**src/rtl/axi_read_router.sv**
```systemverilog
// Two-master, three-slave AXI read router: round-robin AR arbitration, address decode
// to S0/S1/default S2, and R-burst return to the granted master, one transaction at a time.
module axi_read_router #(
    parameter int                ADDR_W  = 32,
    parameter int                DATA_W  = 32,
    parameter int                IDM_W   = 4,
    parameter int                IDS_W   = 8,
    parameter int                LEN_W   = 4,
    parameter logic [ADDR_W-1:0] S0_BASE = 32'h0000_0000,
    parameter logic [ADDR_W-1:0] S0_MASK = 32'hFFFF_0000,
    parameter logic [ADDR_W-1:0] S1_BASE = 32'h0001_0000,
    parameter logic [ADDR_W-1:0] S1_MASK = 32'hFFFF_0000
) (
    input  logic                clk,
    input  logic                rst,
    input  logic [2*IDM_W-1:0]  ARID_M,
    input  logic [2*ADDR_W-1:0] ARADDR_M,
    input  logic [2*LEN_W-1:0]  ARLEN_M,
    input  logic [2*3-1:0]      ARSIZE_M,
    input  logic [2*2-1:0]      ARBURST_M,
    input  logic [1:0]          ARVALID_M,
    output logic [1:0]          ARREADY_M,
    output logic [2*IDM_W-1:0]  RID_M,
    output logic [2*DATA_W-1:0] RDATA_M,
    output logic [2*2-1:0]      RRESP_M,
    output logic [1:0]          RLAST_M,
    output logic [1:0]          RVALID_M,
    input  logic [1:0]          RREADY_M,
    output logic [IDS_W-1:0]    ARID_S,
    output logic [ADDR_W-1:0]   ARADDR_S,
    output logic [LEN_W-1:0]    ARLEN_S,
    output logic [2:0]          ARSIZE_S,
    output logic [1:0]          ARBURST_S,
    output logic [2:0]          ARVALID_S,
    input  logic [2:0]          ARREADY_S,
    input  logic [3*IDS_W-1:0]  RID_S,
    input  logic [3*DATA_W-1:0] RDATA_S,
    input  logic [3*2-1:0]      RRESP_S,
    input  logic [2:0]          RLAST_S,
    input  logic [2:0]          RVALID_S,
    output logic [2:0]          RREADY_S,
    output logic [1:0]          o_dbg_state
);

    typedef enum logic [1:0] {
        ST_IDLE = 2'd0,
        ST_ADDR = 2'd1,
        ST_DATA = 2'd2
    } state_t;

    state_t              r_state;
    logic                r_ptr;
    logic                r_win;
    logic [1:0]          r_sel;
    logic [IDS_W-1:0]    r_arid;
    logic [ADDR_W-1:0]   r_araddr;
    logic [LEN_W-1:0]    r_arlen;
    logic [2:0]          r_arsize;
    logic [1:0]          r_arburst;

    logic                w_gnt;
    logic [ADDR_W-1:0]   w_addr;
    logic [1:0]          w_dec;

    // Pointer only matters when both masters request; it names the preferred one.
    assign w_gnt  = (ARVALID_M == 2'b11) ? r_ptr : ARVALID_M[1];
    assign w_addr = w_gnt ? ARADDR_M[2*ADDR_W-1:ADDR_W] : ARADDR_M[ADDR_W-1:0];

    always_comb begin
        if ((w_addr & S0_MASK) == S0_BASE)      w_dec = 2'd0;
        else if ((w_addr & S1_MASK) == S1_BASE) w_dec = 2'd1;
        else                                    w_dec = 2'd2;
    end

    always_ff @(posedge clk or negedge rst) begin
        if (!rst) begin
            r_state   <= ST_IDLE;
            r_ptr     <= 1'b0;
            r_win     <= 1'b0;
            r_sel     <= 2'd0;
            r_arid    <= '0;
            r_araddr  <= '0;
            r_arlen   <= '0;
            r_arsize  <= '0;
            r_arburst <= '0;
        end else begin
            case (r_state)
                ST_IDLE: begin
                    if (|ARVALID_M) begin
                        r_win     <= w_gnt;
                        r_ptr     <= ~w_gnt;
                        r_sel     <= w_dec;
                        r_arid    <= {{(IDS_W-IDM_W-1){1'b0}}, w_gnt,
                                      (w_gnt ? ARID_M[2*IDM_W-1:IDM_W] : ARID_M[IDM_W-1:0])};
                        r_araddr  <= w_addr;
                        r_arlen   <= w_gnt ? ARLEN_M[2*LEN_W-1:LEN_W] : ARLEN_M[LEN_W-1:0];
                        r_arsize  <= w_gnt ? ARSIZE_M[5:3] : ARSIZE_M[2:0];
                        r_arburst <= w_gnt ? ARBURST_M[3:2] : ARBURST_M[1:0];
                        r_state   <= ST_ADDR;
                    end
                end
                ST_ADDR: begin
                    if (ARREADY_S[r_sel]) r_state <= ST_DATA;
                end
                ST_DATA: begin
                    if (RVALID_S[r_sel] && RREADY_M[r_win] && RLAST_S[r_sel]) r_state <= ST_IDLE;
                end
                default: r_state <= ST_IDLE;
            endcase
        end
    end

    assign ARID_S      = r_arid;
    assign ARADDR_S    = r_araddr;
    assign ARLEN_S     = r_arlen;
    assign ARSIZE_S    = r_arsize;
    assign ARBURST_S   = r_arburst;
    assign o_dbg_state = r_state;

    // Handshakes: a transfer happens on a clock edge where VALID and READY are both 1;
    // the winning master and the selected slave are wired straight through so each side
    // sees the other's VALID/READY in the same cycle, and every other lane is held at 0.
    always_comb begin
        ARVALID_S = '0;
        ARREADY_M = '0;
        RVALID_M  = '0;
        RREADY_S  = '0;
        RID_M     = '0;
        RDATA_M   = '0;
        RRESP_M   = '0;
        RLAST_M   = '0;
        if (r_state == ST_ADDR) begin
            ARVALID_S[r_sel] = 1'b1;
            ARREADY_M[r_win] = ARREADY_S[r_sel];
        end
        if (r_state == ST_DATA) begin
            RVALID_M[r_win]                 = RVALID_S[r_sel];
            RREADY_S[r_sel]                 = RREADY_M[r_win];
            RID_M[r_win*IDM_W +: IDM_W]     = RID_S[r_sel*IDS_W +: IDM_W];
            RDATA_M[r_win*DATA_W +: DATA_W] = RDATA_S[r_sel*DATA_W +: DATA_W];
            RRESP_M[r_win*2 +: 2]           = RRESP_S[r_sel*2 +: 2];
            RLAST_M[r_win]                  = RLAST_S[r_sel];
        end
    end

endmodule

```
**config.mk**
```make
export PLATFORM = sky130hd
export DESIGN_NAME = axi_read_router
export DESIGN_NICKNAME = d
export VERILOG_FILES = /design/src/rtl/axi_read_router.sv
export SDC_FILE = /design/constraint.sdc
export NUM_CORES = 1
export LEC_CHECK = 0
export ABC_AREA = 1
export BUFFER_PORTS_ARGS = -buffer_cell sky130_fd_sc_hd__clkbuf_2
export CORE_AREA = 2 2 143 145
export DETAILED_ROUTE_END_ITERATION = 7
export DIE_AREA = 0 0 145 147
export GPL_TIMING_DRIVEN = 1
export SYNTH_ARGS = -nofsm -noshare
export SYNTH_HDL_FRONTEND = slang
export SYNTH_SLANG_ARGS = --single-unit
```
**constraint.sdc**
```tcl
create_clock -name clk -period 1.6 [get_ports clk]
set_clock_uncertainty 0.1 [all_clocks]
set_input_delay 0.08 -clock clk [delete_from_list [all_inputs] [get_ports clk]]
set_output_delay 0.08 -clock clk [all_outputs]
set_load 0.05 [all_outputs]
```
After elaboration in Yosys (flattened, before gate mapping)
Cells that the tools add are included.
{ "op_classes": {"mux": 32, "reduce_logical": 9, "shift": 9, "bitwise": 8, "addsub": 3, "n_eq_ne": 7, "magnitude_cmp": 4} }
{ "ops": {"columns": ["op", "n"], "rows": [
  ["variable part select 96 x 8 -> 32 bit", 1],
  ["bitwise AND 64 bit", 1],
  ["2-to-1 mux 64 bit", 1],
  ["variable shift 32 x 34 -> 64 bit (first input constant)", 1],
  ["variable part select 32 x 34 -> 64 bit", 1],
  ["negator 2 -> 34 bit", 1],
  ["negator 3 -> 34 bit", 1],
  ["negator 6 -> 34 bit", 1],
  ["variable shift 2 x 34 -> 4 bit (first input constant)", 1],
  ["variable shift 4 x 34 -> 8 bit (first input constant)", 1],
  ["variable part select 2 x 34 -> 4 bit", 1],
  ["variable part select 4 x 34 -> 8 bit", 1],
  ["logical NOT 32 bit", 1],
  ["2-to-1 mux 32 bit", 1],
  ["variable part select 24 x 6 -> 4 bit", 1],
  ["2-to-1 mux 2 bit", 9],
  ["equality test 16 x 1 -> 1 bit (second input constant)", 1],
  ["2-to-1 mux 4 bit", 3],
  ["2-to-1 mux 3 bit", 3],
  ["bitwise AND 8 bit", 1],
  ["2-to-1 mux 1 bit", 8],
  ["2-to-1 mux 8 bit", 1],
  ["bitwise AND 2 bit", 3],
  ["binary-select mux 1 bit (select 2 bit)", 3],
  ["other kinds (19)", 25]
]} }
{ "word_totals": {"reg_bits": 52, "out_inout_bits": 139} }

Logic depth before layout (Yosys ltp)
{ "logic_depth": {"depth_word": 6, "mapped_depth": 13, "ltp_nobuf": 12} }

Worst setup path after synthesis
OpenSTA, ideal clock, no wires.
{ "synth_timing": {"kind": "register -> output", "startpoint": "reg r_state[0], in the netlist o_dbg_state[0]", "endpoint": "out ARREADY_M[0]", "path_slack_ps": -417, "path_buffers": 0, "required_ps": 1420, "arrival_ps": 1837, "path_stages_with_launch": 6, "cell_sequence": "dfrtp_1 -> inv_1 -> nor2_1 -> inv_1 -> or2_1 -> nor2_1"} }
{ "synth_between": {"elab_chain_len": 2} }
{ "synth_lines": {"columns": ["item", "line_no", "text"], "rows": [
  ["from (decl)", "51", "state_t r_state;"],
  ["from (signal assigned)", "77", "r_state <= ST_IDLE;"],
  ["from (signal assigned)", "99", "r_state <= ST_ADDR;"],
  ["from (signal assigned)", "103", "if (ARREADY_S[r_sel]) r_state <= ST_DATA;"],
  ["equality test 2 x 1 -> 1 bit", "132", "if (r_state == ST_ADDR) begin"],
  ["2-to-1 mux 2 bit", "132", null],
  ["to (decl)", "22", "output logic [1:0] ARREADY_M,"]
]} }
Every way passes these cells.

Final worst setup path
{ "layout_timing": {"startpoint": "reg r_sel[1]", "endpoint": "out RDATA_M[18]"} }
{ "layout_between": {"elab_chain_len": 4} }
{ "layout_lines": {"columns": ["item", "line_no", "text"], "rows": [
  ["from (decl)", "54", "logic [1:0] r_sel;"],
  ["from (signal assigned)", "92", "r_sel <= w_dec;"],
  ["variable part select 96 x 8 -> 32 bit", "140", "RDATA_M[r_win*DATA_W +: DATA_W] = RDATA_S[r_sel*DATA_W +: DATA_W];"],
  ["variable part select 32 x 34 -> 64 bit", "140", null],
  ["bitwise AND 64 bit (no source line)", null, null],
  ["2-to-1 mux 64 bit", "136", "if (r_state == ST_DATA) begin"],
  ["to (decl)", "24", "output logic [2*DATA_W-1:0] RDATA_M,"]
]} }
Every way passes these cells.

==> results.sh <==
export IMPL_antenna_found_initial=2
export IMPL_ys_types=22
export IMPL_cts_sinks=51
export IMPL_path_class="flip-flop to output port"
export IMPL_critPathMaxFanout=11
export IMPL_reg2reg_to="o_dbg_state[1]"
export IMPL_drive_gt1_frac=0.574
export IMPL_fin_crit_ps=1990
export IMPL_crit_family="buffers and inverters"
export IMPL_route_detailed_drc=0
export IMPL_crit_required_ps=1420
export IMPL_cts_tree="built"
export IMPL_synth_largest_area_cell="dfrtp_1"
export IMPL_wl_met3_um=1390
export IMPL_synthArstFlopShare=1.00
export IMPL_drt_initial_drc_count=290
export IMPL_seq_area_frac_synth=0.312
export IMPL_rows=52
export IMPL_synth_top_flop_cell="dfrtp_1"
export IMPL_period_share=1.24
export IMPL_design_die_area_um2=21300
export IMPL_crit_path_start_kind="flip-flop"
export IMPL_r2r_start="r_sel[1]"
export IMPL_ys_ff_latch=51
export IMPL_rsz0062_at_grt="yes"
export IMPL_dp_hpwl_um=14900
export IMPL_wl_met1_um=8300
export IMPL_grt_max_degree=52
export IMPL_drtAntennaViolNets=0
export IMPL_path_cells="nor2_4, buf_12, clkbuf_16, a22oi_1, nand2_1, nand2_1, clkinvlp_4, buf_12"
export IMPL_timing_fmax_mhz=503
export IMPL_p_per_area_nw_per_um2=1510
export IMPL_wl_um=22000
export IMPL_gp_congestion=0.870
export IMPL_cp_num_buf_inv=4
export IMPL_cts_htree_levels=2
export IMPL_cp_arrival_ps=1810
export IMPL_synth_most_common_cell="nand2_1"
export IMPL_boundaryPins=370
export IMPL_cts_buffers=5
export IMPL_final_nets=1323
export IMPL_layout_setup_ws_ps=-388
export IMPL_synth_commonest_cells="nand2_1 (199), nand3_1 (116), inv_1 (86)"
export IMPL_whs_ps=9.69
export IMPL_tns_ps=-26110
export IMPL_final_area_um2=9620
export IMPL_top_layer_used="met4"
export IMPL_track_usage=0.190
export IMPL_mappedNetlistArea_um2=4090
export IMPL_clock_path_buffers=2
export IMPL_power_leakage_nw=4.30
export IMPL_syn_to_final_growth_pct=136
export IMPL_path_clk_slew_ps=70
export IMPL_route_vias_total=6312
export IMPL_vias_per_cell=4.62
export IMPL_clock_latency_ps=290
export IMPL_peakVddDrop_mv=1.15
export IMPL_r2r_setup_slack_ps=-50
export IMPL_setup_violations=90
export IMPL_cap_violations=0
export IMPL_holdPathEnd="ARADDR_S[19]"
export IMPL_place_area_um2=7150
export IMPL_grt_ovfl_total=0
export IMPL_finalNonFillerCells=1365
export IMPL_fp_dieH_um=147
export IMPL_yosysWarnings=0
export IMPL_synth_edff_count=0
export IMPL_slew_viol_final=0
export IMPL_wl_met2_um=11300
export IMPL_worstRegToRegCells=10
export IMPL_core_area_um2=19800
export IMPL_place_inst=1281
export IMPL_cts_root_buffer="clkbuf_16"
export IMPL_holdCritPathClass="input pin to flip-flop"
export IMPL_grt_pass1_vias=6378
export IMPL_endpoint_kind="output port"
export IMPL_hp_start="ARADDR_M[51]"
export IMPL_yosys_area_top_type_share=0.312
export IMPL_critical_path_slowest_cell="dfrtp_2"
export IMPL_firstDrtPassIters=5
export IMPL_cpPeakStageDelay_ps=440
export IMPL_wl_per_cell_um=16.1
export IMPL_synth_area_top_cells="dfrtp_1 (31%), nand2_1 (18%), nand3_1 (14%)"
export IMPL_violations="negative setup slack"
export IMPL_io_buffers=354
export IMPL_die_x_um=145
export IMPL_status="finished, violations left"
export IMPL_utilization=0.485
export IMPL_grt_pass1_wl_um=32800
export IMPL_start_util=0.206
export IMPL_hold_viol_final=0
export IMPL_avgSynthCellArea_um2=6.26
export IMPL_syn_inst=653
export IMPL_min_delay_path_depth=3
==> report_power, final <==
group          switching (mW)  leakage (nW)  internal, mW
logic                    7.12          3.62          3.86
registers               0.459         0.604          1.94
clock network           0.492        0.0741         0.628
total                    8.07          4.30          6.43
==> routing by layer <==
layer	vias up	global-route usage
li1	3001	-
met1	2905	0.214
met2	347	0.346
met3	59	0.0348
met4	0	0.0946
met5	-	0
==> worst max-delay path by stage <==
stage	startpoint	slack, ps	to	depth (start not counted)
finish	r_sel[1]	-390	RDATA_M[18]	8
global route	r_sel[0]	-480	RDATA_M[53]	8
CTS	r_sel[1]	-390	ARREADY_M[1]	6
detailed placement	r_sel[1]	-110	ARREADY_M[1]	6
global placement	r_win	-80	RDATA_M[56]	6
floorplan	r_sel[1]	6	ARREADY_M[0]	6
==> state kept, by name (all words and copies together) (netlist names) <==
register     count
r_sel            2
ARID_S           4
r_ptr            1
r_win            1
ARADDR_S        32
ARBURST_S        2
ARLEN_S          4
ARSIZE_S         3
o_dbg_state      2
==> per-stage QoR <==
stage	power (mW)	worst slack [ps]
floorplan	8.72	6.37
global placement	11.5	-79.3
detailed placement	11.6	-109
CTS	13.8	-393
global route	15.3	-482
finish	14.5	-388
==> worst reg2reg max path, cell delays in order (launching register included) <==
cell	delay, ps
dfrtp_2	440
nor2_4	50
buf_12	140
buf_12	150
a22oi_2	170
nand2_2	100
buf_4	140
buf_4	130
nand3_1	60
nand2_1	50
nand2_1	60
==> layout by cell type, fill, tap and decap left out, types with 2 or more instances in the layout <==
cell,synthesis,layout
dlygate4sd3_1,0,70
nor2_4,0,9
clkinvlp_4,0,80
nand2_2,5,76
buf_6,4,2
buf_4,9,48
inv_2,4,6
nand2_1,199,128
clkbuf_2,0,266
buf_12,0,32
nand3_1,116,116
buf_8,0,9
nand4_1,29,29
nor2_2,4,7
dfrtp_2,0,4
a22oi_2,0,16
a31oi_1,16,15
a22oi_1,40,24
diode_2,0,2
clkbuf_16,0,64
nor2_1,37,25
conb_1,1,3
inv_1,86,4
o21ai_0,2,2
dfrtp_1,51,47
==> layout make-up <==
type / instances / area, µm²
Antenna cell: 2 / 5.00
Clock buffer: 7 / 143
Clock inverter: 1 / 8.76
Fill cell: 1778 / 10200
Inverter: 90 / 638
Multi-Input combinational cell: 458 / 2540
Sequential cell: 51 / 1280
Tap cell: 270 / 338
Timing Repair Buffer: 486 / 4670
==> cell families after synthesis <==
kind of cell	count (synthesis)	synth area share
other cells	1	0.000918
flops	51	0.312
simple gates	393	0.424
buf+inv	146	0.155
compound gates	62	0.107
==> repair_timing <==
action / CTS / global route
hold buffers: 70 / 0
pin swaps: 2 / 22
setup endpoints to repair: 94 / 136
hold endpoints to repair: 89 / 0
gates resized for setup: 199 / 107
buffers inserted: 1 / 2
cloned: 0 / 1
(Power assumes the default switching activity.)
